$ cat src/rtl/uvma_cvmcu_cpi_frame_gen_pkg.sv
// Shared types, constants and helpers for the CPI frame generator.
// The shadow config layout follows CFG_CNT_W / CFG_DATA_W, the default module widths.
package uvma_cvmcu_cpi_frame_gen_pkg;

  localparam int CFG_DATA_W = 10;
  localparam int CFG_CNT_W  = 12;

  localparam logic [15:0] CRC_POLY = 16'h1021;
  localparam logic [15:0] CRC_INIT = 16'hFFFF;

  typedef enum logic [2:0] {
    ST_IDLE,
    ST_VSYNC,
    ST_VBP,
    ST_LINE,
    ST_HBLANK,
    ST_VFP
  } state_e;

  typedef enum logic [1:0] {
    PAT_INCR,
    PAT_XCOORD,
    PAT_CONST,
    PAT_CHECKER
  } pattern_e;

  typedef struct packed {
    logic [CFG_CNT_W-1:0]  width;
    logic [CFG_CNT_W-1:0]  height;
    logic [CFG_CNT_W-1:0]  hblank;
    logic [CFG_CNT_W-1:0]  vblank;
    logic [CFG_CNT_W-1:0]  vsync_len;
    pattern_e              pattern;
    logic [CFG_DATA_W-1:0] cval;
    logic                  continuous;
  } shadow_cfg_t;

  // MSB-first byte update, CCITT polynomial, no reflection.
  function automatic logic [15:0] crc16_byte(input logic [15:0] crc, input logic [7:0] din);
    logic [15:0] c;
    c = crc ^ {din, 8'h00};
    for (int i = 0; i < 8; i++) begin
      c = c[15] ? ((c << 1) ^ CRC_POLY) : (c << 1);
    end
    return c;
  endfunction

  function automatic logic [CFG_DATA_W-1:0] pix_value(
    input pattern_e              pat,
    input logic [CFG_CNT_W-1:0]  x,
    input logic                  y0,
    input logic [CFG_DATA_W-1:0] p,
    input logic [CFG_DATA_W-1:0] cval
  );
    case (pat)
      PAT_INCR:   return p;
      PAT_XCOORD: return CFG_DATA_W'(x);
      PAT_CONST:  return cval;
      default:    return (x[0] ^ y0) ? '1 : '0;
    endcase
  endfunction

endpackage

$ cat src/rtl/uvma_cvmcu_cpi_frame_gen_if.sv
// CPI pin bundle: the generator drives it (master), receivers/monitors observe it (slave).
interface uvma_cvmcu_cpi_frame_gen_if #(
  parameter int DATA_W = uvma_cvmcu_cpi_frame_gen_pkg::CFG_DATA_W
);
  logic              cpi_vsync;
  logic              cpi_href;
  logic [DATA_W-1:0] cpi_data;

  modport master (output cpi_vsync, output cpi_href, output cpi_data);
  modport slave  (input  cpi_vsync, input  cpi_href, input  cpi_data);
endinterface

$ cat src/rtl/uvma_cvmcu_cpi_frame_gen_crc16.sv
// Serial-byte CRC-16/CCITT accumulator over the registered CPI pixel stream.
// init wins over en; the register clears to 0 under reset like every other output.
module uvma_cvmcu_cpi_frame_gen_crc16
  import uvma_cvmcu_cpi_frame_gen_pkg::*;
(
  input  logic        clk,
  input  logic        reset,
  input  logic        init,
  input  logic        en,
  input  logic [7:0]  din,
  output logic [15:0] crc
);

  logic [15:0] crc_q, crc_d;

  always_comb begin
    crc_d = crc_q;
    if (init)    crc_d = CRC_INIT;
    else if (en) crc_d = crc16_byte(crc_q, din);
  end

  always_ff @(posedge clk or posedge reset) begin
    if (reset) crc_q <= '0;
    else       crc_q <= crc_d;
  end

  assign crc = crc_q;

endmodule

$ cat src/rtl/uvma_cvmcu_cpi_frame_gen.sv
// CPI camera-sensor frame source: VSYNC, back porch, LINE/HBLANK rows, front porch.
// Define UVMA_CVMCU_CPI_FRAME_GEN_CRC_EN to add frame_crc (CRC-16/CCITT of data[7:0] per href beat).
module uvma_cvmcu_cpi_frame_gen
  import uvma_cvmcu_cpi_frame_gen_pkg::*;
#(
  parameter int DATA_W = CFG_DATA_W,
  parameter int CNT_W  = CFG_CNT_W
) (
  input  logic              clk,
  input  logic              reset,
  input  logic              start,
  input  logic              abort,
  input  logic [CNT_W-1:0]  cfg_width,
  input  logic [CNT_W-1:0]  cfg_height,
  input  logic [CNT_W-1:0]  cfg_hblank,
  input  logic [CNT_W-1:0]  cfg_vblank,
  input  logic [CNT_W-1:0]  cfg_vsync_len,
  input  logic [1:0]        cfg_pattern,
  input  logic [DATA_W-1:0] cfg_const,
  input  logic              cfg_continuous,
  uvma_cvmcu_cpi_frame_gen_if.master cpi,
  output logic              busy,
  output logic              frame_done,
  output logic              cfg_err
`ifdef UVMA_CVMCU_CPI_FRAME_GEN_CRC_EN
  ,
  output logic [15:0]       frame_crc
`endif
);

  localparam logic [CNT_W-1:0] CNT_ONE  = CNT_W'(1);
  localparam logic [DATA_W-1:0] PIX_ONE = DATA_W'(1);

  state_e            state_q, state_d;
  shadow_cfg_t       shd_q, shd_d, cfg_in;
  logic [CNT_W-1:0]  cnt_q, cnt_d;
  logic [CNT_W-1:0]  x_q, x_d, y_q, y_d;
  logic [DATA_W-1:0] p_q, p_d;

  logic              vsync_q, vsync_d, href_q, href_d;
  logic [DATA_W-1:0] data_q, data_d;
  logic              busy_q, busy_d, done_q, done_d, err_q, err_d;

  logic              cfg_ok, first_line, frame_end;
  logic [CNT_W-1:0]  vs_last;

  always_comb begin
    cfg_in.width      = cfg_width;
    cfg_in.height     = cfg_height;
    cfg_in.hblank     = cfg_hblank;
    cfg_in.vblank     = cfg_vblank;
    cfg_in.vsync_len  = cfg_vsync_len;
    cfg_in.pattern    = pattern_e'(cfg_pattern);
    cfg_in.cval       = cfg_const;
    cfg_in.continuous = cfg_continuous;
  end

  assign cfg_ok  = (cfg_width != '0) && (cfg_height != '0);
  // A zero vsync length still produces a single sync cycle.
  assign vs_last = (shd_q.vsync_len == '0) ? '0 : shd_q.vsync_len - CNT_ONE;

  always_comb begin
    state_d    = state_q;
    shd_d      = shd_q;
    cnt_d      = cnt_q;
    x_d        = x_q;
    y_d        = y_q;
    p_d        = p_q;
    done_d     = 1'b0;
    err_d      = 1'b0;
    first_line = 1'b0;
    frame_end  = 1'b0;

    case (state_q)
      ST_IDLE: begin
        if (start) begin
          if (cfg_ok) begin
            shd_d   = cfg_in;
            state_d = ST_VSYNC;
            cnt_d   = '0;
          end else begin
            err_d = 1'b1;
          end
        end
      end
      ST_VSYNC: begin
        if (cnt_q == vs_last) begin
          cnt_d = '0;
          if (shd_q.vblank != '0) state_d = ST_VBP;
          else                    first_line = 1'b1;
        end else begin
          cnt_d = cnt_q + CNT_ONE;
        end
      end
      ST_VBP: begin
        if (cnt_q == shd_q.vblank - CNT_ONE) first_line = 1'b1;
        else                                 cnt_d = cnt_q + CNT_ONE;
      end
      ST_LINE: begin
        p_d = p_q + PIX_ONE;
        if (x_q == shd_q.width - CNT_ONE) begin
          x_d = '0;
          if (y_q == shd_q.height - CNT_ONE) begin
            if (shd_q.vblank != '0) begin
              state_d = ST_VFP;
              cnt_d   = '0;
            end else begin
              frame_end = 1'b1;
            end
          end else begin
            y_d = y_q + CNT_ONE;
            // hblank==0 keeps the FSM in LINE, so href never drops between rows.
            if (shd_q.hblank != '0) begin
              state_d = ST_HBLANK;
              cnt_d   = '0;
            end
          end
        end else begin
          x_d = x_q + CNT_ONE;
        end
      end
      ST_HBLANK: begin
        if (cnt_q == shd_q.hblank - CNT_ONE) state_d = ST_LINE;
        else                                 cnt_d = cnt_q + CNT_ONE;
      end
      ST_VFP: begin
        if (cnt_q == shd_q.vblank - CNT_ONE) frame_end = 1'b1;
        else                                 cnt_d = cnt_q + CNT_ONE;
      end
      default: state_d = ST_IDLE;
    endcase

    if (first_line) begin
      state_d = ST_LINE;
      x_d     = '0;
      y_d     = '0;
      p_d     = '0;
    end

    if (frame_end) begin
      done_d  = 1'b1;
      state_d = ST_IDLE;
      if (shd_q.continuous && start) begin
        if (cfg_ok) begin
          shd_d   = cfg_in;
          state_d = ST_VSYNC;
          cnt_d   = '0;
        end else begin
          err_d = 1'b1;
        end
      end
    end

    // Abort overrides everything, including a frame ending on the same cycle.
    if (abort && (state_q != ST_IDLE)) begin
      state_d = ST_IDLE;
      cnt_d   = '0;
      x_d     = '0;
      y_d     = '0;
      p_d     = '0;
      done_d  = 1'b0;
      err_d   = 1'b0;
    end
  end

  // Pin values are decoded from the next state so they line up with state_q.
  always_comb begin
    vsync_d = (state_d == ST_VSYNC);
    href_d  = (state_d == ST_LINE);
    busy_d  = (state_d != ST_IDLE);
    data_d  = href_d ? pix_value(shd_d.pattern, x_d, y_d[0], p_d, shd_d.cval) : '0;
  end

  always_ff @(posedge clk or posedge reset) begin
    if (reset) begin
      state_q <= ST_IDLE;
      shd_q   <= '0;
      cnt_q   <= '0;
      x_q     <= '0;
      y_q     <= '0;
      p_q     <= '0;
      vsync_q <= 1'b0;
      href_q  <= 1'b0;
      data_q  <= '0;
      busy_q  <= 1'b0;
      done_q  <= 1'b0;
      err_q   <= 1'b0;
    end else begin
      state_q <= state_d;
      shd_q   <= shd_d;
      cnt_q   <= cnt_d;
      x_q     <= x_d;
      y_q     <= y_d;
      p_q     <= p_d;
      vsync_q <= vsync_d;
      href_q  <= href_d;
      data_q  <= data_d;
      busy_q  <= busy_d;
      done_q  <= done_d;
      err_q   <= err_d;
    end
  end

  assign cpi.cpi_vsync = vsync_q;
  assign cpi.cpi_href  = href_q;
  assign cpi.cpi_data  = data_q;
  assign busy          = busy_q;
  assign frame_done    = done_q;
  assign cfg_err       = err_q;

`ifdef UVMA_CVMCU_CPI_FRAME_GEN_CRC_EN
  // Reinit while vsync is visible keeps the last frame's CRC readable during
  // a continuous-mode frame_done, which coincides with the first vsync cycle.
  uvma_cvmcu_cpi_frame_gen_crc16 u_crc (
    .clk   (clk),
    .reset (reset),
    .init  (vsync_q),
    .en    (href_q),
    .din   (data_q[7:0]),
    .crc   (frame_crc)
  );
`endif

endmodule
$ cat src/flat_wrapper.sv
// flat-port wrapper written by rule: the top's interface ports become plain ports
module uvma_cvmcu_cpi_frame_gen_flat import uvma_cvmcu_cpi_frame_gen_pkg::*;
#(
  parameter int DATA_W = CFG_DATA_W,
  parameter int CNT_W  = CFG_CNT_W
)
  (clk, reset, start, abort, cfg_width, cfg_height, cfg_hblank, cfg_vblank, cfg_vsync_len, cfg_pattern, cfg_const, cfg_continuous, busy, frame_done, cfg_err, cpi_cpi_vsync, cpi_cpi_href, cpi_cpi_data);
  uvma_cvmcu_cpi_frame_gen_if #(.DATA_W(DATA_W)) cpi_i ();
  input  logic clk;
  input  logic reset;
  input  logic start;
  input  logic abort;
  input  logic [CNT_W-1:0] cfg_width;
  input  logic [CNT_W-1:0] cfg_height;
  input  logic [CNT_W-1:0] cfg_hblank;
  input  logic [CNT_W-1:0] cfg_vblank;
  input  logic [CNT_W-1:0] cfg_vsync_len;
  input  logic [1:0] cfg_pattern;
  input  logic [DATA_W-1:0] cfg_const;
  input  logic cfg_continuous;
  output logic busy;
  output logic frame_done;
  output logic cfg_err;
  output wire logic [$bits(cpi_i.cpi_vsync)-1:0] cpi_cpi_vsync;
  output wire logic [$bits(cpi_i.cpi_href)-1:0] cpi_cpi_href;
  output wire logic [$bits(cpi_i.cpi_data)-1:0] cpi_cpi_data;
  assign cpi_cpi_vsync = cpi_i.cpi_vsync;
  assign cpi_cpi_href = cpi_i.cpi_href;
  assign cpi_cpi_data = cpi_i.cpi_data;
  uvma_cvmcu_cpi_frame_gen #(.DATA_W(DATA_W), .CNT_W(CNT_W)) u_core (.clk(clk), .reset(reset), .start(start), .abort(abort), .cfg_width(cfg_width), .cfg_height(cfg_height), .cfg_hblank(cfg_hblank), .cfg_vblank(cfg_vblank), .cfg_vsync_len(cfg_vsync_len), .cfg_pattern(cfg_pattern), .cfg_const(cfg_const), .cfg_continuous(cfg_continuous), .cpi(cpi_i), .busy(busy), .frame_done(frame_done), .cfg_err(cfg_err));
endmodule
$ cat config.mk
export PLATFORM = sky130hd
export DESIGN_NAME = uvma_cvmcu_cpi_frame_gen_flat
export DESIGN_NICKNAME = d
export VERILOG_FILES = /design/src/rtl/uvma_cvmcu_cpi_frame_gen_pkg.sv /design/src/rtl/uvma_cvmcu_cpi_frame_gen_if.sv /design/src/rtl/uvma_cvmcu_cpi_frame_gen_crc16.sv /design/src/rtl/uvma_cvmcu_cpi_frame_gen.sv /design/src/flat_wrapper.sv
export SDC_FILE = /design/constraint.sdc
export NUM_CORES = 1
export LEC_CHECK = 0
export ABC_AREA = 1
export ABC_CLOCK_PERIOD_IN_PS = 7100
export CAP_MARGIN = 15
export CORE_ASPECT_RATIO = 0.9
export CORE_MARGIN = 2
export CORE_UTILIZATION = 52
export CTS_CLUSTER_SIZE = 40
export DETAILED_ROUTE_END_ITERATION = 12
export GPL_ROUTABILITY_DRIVEN = 0
export PLACE_DENSITY_LB_ADDON = 0.15
export SLEW_MARGIN = 30
export SYNTH_ARGS = -nofsm -noshare
export SYNTH_HDL_FRONTEND = slang
export SYNTH_SLANG_ARGS = --single-unit
$ cat constraint.sdc
create_clock -name clk -period 7.1 [get_ports clk]
set_input_delay 1.42 -clock clk [delete_from_list [all_inputs] [get_ports clk]]
set_output_delay 1.42 -clock clk [all_outputs]
set_load 0.01 [all_outputs]
==> results of run 1 <==
state kept, by name (all words and copies together) (netlist names):
| name | cells |
|---|---|
| u_core.cpi.cpi_href | 1 |
| u_core.cfg_err | 1 |
| u_core.frame_done | 1 |
| u_core.x_q | 12 |
| u_core.state_q | 3 |
| u_core.cpi.cpi_data | 10 |
| u_core.cpi.cpi_vsync | 1 |
| u_core.p_q | 10 |
| u_core.busy | 1 |
| u_core.cnt_q | 12 |
| u_core.y_q | 12 |
| u_core.shd_q | 73 |
per-layer routing:
metal  GRT usage [%]  part of all wire [%]  wire [um]  up-vias
met3           4.578                   6.6       1803       38
met5               0                     0          0        -
met1           38.72                    49      13450     4554
met4           7.164                   1.7        476        0
met2           40.01                    43      11770      304
li1                -                     -          -     5123
Yosys cell counts, drive strengths merged, types with 17 or more instances:
cell,instances
nor2,219
xnor2,19
inv,182
nor3,17
dfrtp,137
nand4,30
nand2,532
a21oi,30
xor2,52
nand3,145
buf,29
o21ai,118
power by group through the flow:
| stage | logic, uW | registers (uW) | clock network, uW |
|---|---|---|---|
| after floorplan | 2060 | 1190 | 0 |
| after global placement | 2380 | 1300 | 0 |
| after detailed placement | 2440 | 1300 | 0 |
| after CTS | 2450 | 1290 | 949 |
| after global routing | 2820 | 1330 | 984 |
| final | 2470 | 1300 | 933 |
final cells by class:
type                            count  area [sq um]
Sequential cell                   137          3428
Tap cell                          255         319.1
Timing Repair Buffer               94         953.4
Clock inverter                     13         158.9
Multi-Input combinational cell   1209          6187
Inverter                          185         701.9
Clock buffer                       19         452.9
Fill cell                        1871          7785
metrics by stage:
stage / area (sq um) / util [%] / total power (uW)
final: 12200 / 61.05 / 4704
after floorplan: 10590 / - / 3251
after CTS: 12170 / 60.89 / 4691
after detailed placement: 11560 / 57.83 / 3736
after global routing: 12200 / 61.05 / 5135
after global placement: 11560 / 57.83 / 3688
worst min-delay path: stages (launching register included):
cell     delay [ps]
dfrtp_1         350
nand3_1          90
nand2_1          70
kinds of logic (layout without fill, tap and decap cells):
group	after synthesis	after routing	share of synthesized area [%]
simple gates	966	966	41.15
buf+inv	229	311	9.402
compound gates	162	162	9.934
flops	137	137	32.36
xor+xnor	72	72	6.083
fa+ha+maj	9	9	1.063
final timing paths:
kind,slack (ps),start,end
worst max-delay path,2640,start,u_core.shd_q[13]$_DFF_PP0_
worst min-delay path,530,u_core.shd_q[0]$_DFF_PP0_,u_core.shd_q[0]$_DFF_PP0_
worst max register to register,3240,u_core.shd_q[49]$_DFF_PP0_,u_core.shd_q[13]$_DFF_PP0_
worst min register to register,530,u_core.shd_q[0]$_DFF_PP0_,u_core.shd_q[0]$_DFF_PP0_
max in group asynchronous,4380,reset,u_core.state_q[2]$_DFF_PP0_
min in group asynchronous,1500,reset,u_core.shd_q[51]$_DFF_PP0_
==> reports/metrics.cfg, run 1 <==
[worst_setup_path]
reg2regPathDepth = 15
critical_path.n_buffers_inverters = 3
worst-path-max-fanout = 67
biggest_cell_delay_along_the_critical_path_ps = 890
worstPathRequired_ps = 7460
worst_setup_path_start_kind = input pin
worst_ep_arrival_time_ps = 4810
crit_path_frequent_cell = nand2_1
setup.worst_path.end_class = register
critical_path.slowest_cell = clkdlybuf4s50_1
path_class = input pin to register
worst-path-stages = 8
crit_chain = clkdlybuf4s50_1 > nand2_1 > inv_1 > nand3_2 > nand2_8 > buf_16 > nand2_1 > o21ai_1
path_delay_family = buffers and inverters

[detailed_routing]
detail_route.first_pass.iterations = 5
drc = 0
detail-route-antenna-nets = 0
detailroute.via_count = 10019
vias_per_cell = 5.240
drt-wirelength-per-cell_um = 14.38
first_iter_violations = 787
totalWireLength_um = 27500

[cts]
cts-htree-levels = 4
cts_root_buf = clkbuf_16
cts.clk_slew.worst_paths_ps = 70
ctsResizeCount = 0
cts_hold_buf = 0
post-cts-setup-buffer-count = 0
cts.sink_count = 137
clock_tree.buffer_depth = 2
cts-buffers-inserted = 17
insertion_delay_ps = 430
clock_tree_from_tritoncts = built

[logic_synthesis]
ys_top_cells_by_area = dfrtp_1 (32%), nand2_1 (16%), nor2_1 (6.8%), nand3_1 (6.5%), inv_1 (5.8%)
netlist.top_cell.by_area = dfrtp_1
seq_area_frac_synth_pct = 32.36
synth.distinct_cells = 51
avgSynthCellArea_sq_um = 6.725
yosys_register_bits = 137
ys_warn_count = 0
synth.net_count = 1661
synth-main-ff-cell = dfrtp_1
post_synth_instance_area_sq_mm = 0.01059
yosysTopAreaCellShare_pct = 32.36
synth_enable_flop_cells = 0
instance_count_of_the_mapped_netlist = 1575
fraction_of_synthesis_flops_using_an_asynchronous_set_or_reset_pin_pct = 100.0

[floorplan]
start_util_pct = 53.00
coreArea_sq_mm = 0.01999
die_y_um = 139.4
fp.dieArea_sq_mm = 0.02153
die_width_um = 154.4
floorplan.rows = 49
floorplan.io_pins = 92

[run]
maximum_capacitance_violations = 0

[finish]
layout.cells.most_common = nand2_1
nets = 1730
commonest_cells_after_routing_fill_and_taps_aside = nand2_1 (465), nor2_1 (193), inv_1 (163)
diodes = 0
drive_gt1_share_pct = 13.04
layout-area-overhead-vs-synth_pct = 15.19
post_layout_nonfiller_instances = 1912

[sta]
slew_viol_final = 0
finalHoldWorstSlack_ps = 529.8
final.period_utilization_pct = 62.78
tightestPinTransition_ps = 830.6
finClkSkew_ps = 9.234
setup_total_negative_slack_ps = 0
final_critical_path_setup_slack_ps = 2643
maxSlewHeadroom_pct = 44.49
rsz0062_at_grt = false
finalSetupViolations = 0
period_needed_ps = 4457
maxClockFrequency_ghz = 0.2243
final_hold_viol_count = 0

[grt]
initial_antenna_violation_count = 0
first_global_vias = 9296
grt_pass1_wl_um = 45600
grt_start_max_net_pins = 114
track_usage_pct = 26.31
grt_overflow = 0

[worst_hold_path]
hold-path-cell-count = 2
hold_class = register to register

[power_and_ir_drop]
share_comb_of_total_power_pct = 52.5
power_switching_share_pct = 48.00
p_seq_share_pct = 27.7
power_density_mw_per_mm2 = 385.5
power_switching_uw = 2258
internal-power_uw = 2446
vdd.ir_drop.worst_mv = 0.2026
static-leakage-power_uw = 0.005930
p_clk_share_pct = 19.8

[place]
post_detail_place_hpwl_um = 20680
dpl_worst_slack_ps = 2181
buffer_ports.inserted = 91
place_inst = 1879

[outcome]
status = complete, no violations

Note: power is estimated with default switching activity, not from simulation.
==> run 2, diff against run 1 <==
--- a/config.mk
+++ b/config.mk
@@ -6,7 +6,7 @@
 export NUM_CORES = 1
 export LEC_CHECK = 0
 export ABC_AREA = 1
-export ABC_CLOCK_PERIOD_IN_PS = 7100
+export ABC_CLOCK_PERIOD_IN_PS = 3610
 export CAP_MARGIN = 15
 export CORE_ASPECT_RATIO = 0.9
 export CORE_MARGIN = 2
==> constraint.sdc (replaced) <==
create_clock -name clk -period 3.61 [get_ports clk]
set_input_delay 0.722 -clock clk [delete_from_list [all_inputs] [get_ports clk]]
set_output_delay 0.722 -clock clk [all_outputs]
set_load 0.01 [all_outputs]
==> run 2 against run 1 <==
Routed wire length rose by 3.0%. Via count rose by 1.9%. Cell count is 1.2% higher. Largest cell class unchanged.
==> reports/metrics.cfg, run 2 (synthesis gave the netlist of run 1 again) <==
[worst_setup_path]
reg2regPathDepth = 15
worst-path-stages = 15
worst_ep_arrival_time_ps = 3560
worst_setup_path_start_kind = register
setup.worst_path.end_class = register
worstPathRequired_ps = 3970
path_delay_family = simple AND/OR/NAND/NOR gates
critical_path.slowest_cell = dfrtp_1
crit_path_frequent_cell = nand2_1
path_class = register to register
crit_chain = inv_1 > ha_1 > nand2_1 > nor2_1 > nand3_1 > xor2_1 > nand2_1 > nor2_2 > nand4_2 > o31ai_4 > nand3_2 > nand2_8 > buf_4 > nand2_2 > o21ai_2
worst-path-max-fanout = 31
biggest_cell_delay_along_the_critical_path_ps = 420
critical_path.n_buffers_inverters = 2

[sta]
slew_viol_final = 0
maxClockFrequency_ghz = 0.3122
final.period_utilization_pct = 88.74
setup_total_negative_slack_ps = 0
final_hold_viol_count = 0
rsz0062_at_grt = false
tightestPinTransition_ps = 705.7
finClkSkew_ps = 18.62
finalSetupViolations = 0
maxSlewHeadroom_pct = 52.86
period_needed_ps = 3204

[run]
maximum_capacitance_violations = 0

[power_and_ir_drop]
power_switching_share_pct = 48.52
power_switching_uw = 4511
static-leakage-power_uw = 0.006031
p_clk_share_pct = 18.9
vdd.ir_drop.worst_mv = 0.3239
internal-power_uw = 4787
share_comb_of_total_power_pct = 53.7
p_seq_share_pct = 27.4
power_density_mw_per_mm2 = 751.1

[worst_hold_path]
hold-path-cell-count = 2
hold_class = register to register

[finish]
register_bank_with_the_most_flops = u_core.shd_q
layout.cells.most_common = nand2_1
diodes = 0
sequential_cell_area_sq_mm = 0.003428
drive_gt1_share_pct = 14.17
commonest_cells_after_routing_fill_and_taps_aside = nand2_1 (465), nor2_1 (193), inv_1 (163)
area_of_the_multi_input_gates_sq_mm = 0.006182
stdcell_area_sq_mm = 0.01238
layout-area-overhead-vs-synth_pct = 16.87
max_ffs_per_register = 73
nets = 1753
fillers = 1880

[detailed_routing]
vias_per_cell = 5.276
drt-wirelength-per-cell_um = 14.64
detail-route-antenna-nets = 0
totalWireLength_um = 28320
detail_route.first_pass.iterations = 5
first_iter_violations = 816
drc = 0
detailroute.via_count = 10209

[cts]
insertion_delay_ps = 440
cts-htree-levels = 4
clock_tree.buffer_depth = 2
cts.clk_slew.worst_paths_ps = 60
clock_tree_from_tritoncts = built
cts-buffers-inserted = 17
cts_root_buf = clkbuf_16
cts.sink_count = 137
ctsResizeCount = 0

[grt]
track_usage_pct = 26.92
first_global_vias = 9618
initial_antenna_violation_count = 0
grt_overflow = 0
grt_pass1_wl_um = 47000
grt_start_max_net_pins = 56

[place]
buffer_ports.inserted = 91
placed_cell_area_sq_mm = 0.01177
post_detail_place_hpwl_um = 21520

[floorplan]
coreArea_sq_mm = 0.01999
floorplan.rows = 49
fp.dieArea_sq_mm = 0.02153
die_y_um = 139.4
start_util_pct = 53.00
floorplan.io_pins = 92
die_width_um = 154.4

[outcome]
status = complete, no violations

==> run 2: changes by cell type in the layout (fill, tap and decap cells not counted) <==
cell,delta
inv_8,+1
clkinv_4,-1
clkbuf_8,-2
buf_4,+19
clkinvlp_4,+3
buf_16,-1
nor3_2,-1
bufinv_16,-1
nor3_1,+1
buf_12,+5
==> run 2: path summary, 6_finish.rpt <==
path | slack, ps | start | end
setup / recovery | 410 | u_core.shd_q[49]$_DFF_PP0_ | u_core.shd_q[45]$_DFF_PP0_
max in group asynchronous | 2130 | reset | u_core.shd_q[35]$_DFF_PP0_
hold / removal | 510 | u_core.shd_q[0]$_DFF_PP0_ | u_core.shd_q[0]$_DFF_PP0_
min in group asynchronous | 740 | reset | u_core.shd_q[38]$_DFF_PP0_
setup reg to reg | 410 | u_core.shd_q[49]$_DFF_PP0_ | u_core.shd_q[45]$_DFF_PP0_
hold reg to reg | 510 | u_core.shd_q[0]$_DFF_PP0_ | u_core.shd_q[0]$_DFF_PP0_
==> run 2: power groups by stage <==
| stage | clock network [uW] | registers, uW | logic (uW) |
|---|---|---|---|
| detailed placement | 0 | 2540 | 4940 |
| global route | 1840 | 2610 | 5670 |
| CTS | 1790 | 2530 | 4970 |
| global placement | 0 | 2550 | 4840 |
| floorplan | 0 | 2350 | 4050 |
| finish | 1760 | 2540 | 5000 |
==> run 2: worst min-delay path: cells and delay by family (launching register included) <==
kind | cells | cell delay (ps)
flops | 1 | 340
simple gates | 2 | 140
==> run 2: timing repair <==
action                                  4_1_cts  5_1_grt
hold buffers                                  0        0
endpoints found under the setup margin        0        4
buffers inserted                              0        4
==> run 2: through the flow <==
stage / hold slack, ps / cells / total power (uW) / setup WS (ps) / utilization (%)
floorplan: 475.9 / 1575 / 6394 / 1129 / -
global placement: 495.0 / 1899 / 7387 / 355.4 / 58.88
detailed placement: 497.7 / 1899 / 7482 / 288.7 / 58.88
CTS: 513.4 / 1931 / 9289 / 342.2 / 61.79
global route: 538.4 / 1935 / 10120 / 86.09 / 61.94
finish: 508.9 / 1935 / 9298 / 406.5 / 61.94
==> run 2: metal layers <==
metal	GRT usage [%]	wire (um)	up-vias
met3	4.453	1965	33
met4	7.602	445	0
met2	41.52	12210	327
met5	0	0	-
li1	-	-	5169
met1	39.18	13690	4680
==> run 2: final cells by class <==
cell class	instances	share of cell area, %
Clock buffer	17	3.436
Sequential cell	137	27.69
Inverter	185	5.660
Clock inverter	15	1.253
Timing Repair Buffer	117	9.440
Multi-Input combinational cell	1209	49.94
Tap cell	255	2.577
==> run 3, diff against run 2 <==
--- a/config.mk
+++ b/config.mk
@@ -15,7 +15,7 @@
 export DETAILED_ROUTE_END_ITERATION = 12
 export GPL_ROUTABILITY_DRIVEN = 0
 export PLACE_DENSITY_LB_ADDON = 0.15
-export SLEW_MARGIN = 30
+export SLEW_MARGIN = 20
 export SYNTH_ARGS = -nofsm -noshare
 export SYNTH_HDL_FRONTEND = slang
 export SYNTH_SLANG_ARGS = --single-unit
==> results of run 3 <==
No change in the layout: final DEF, timing and power equal those of run 2.
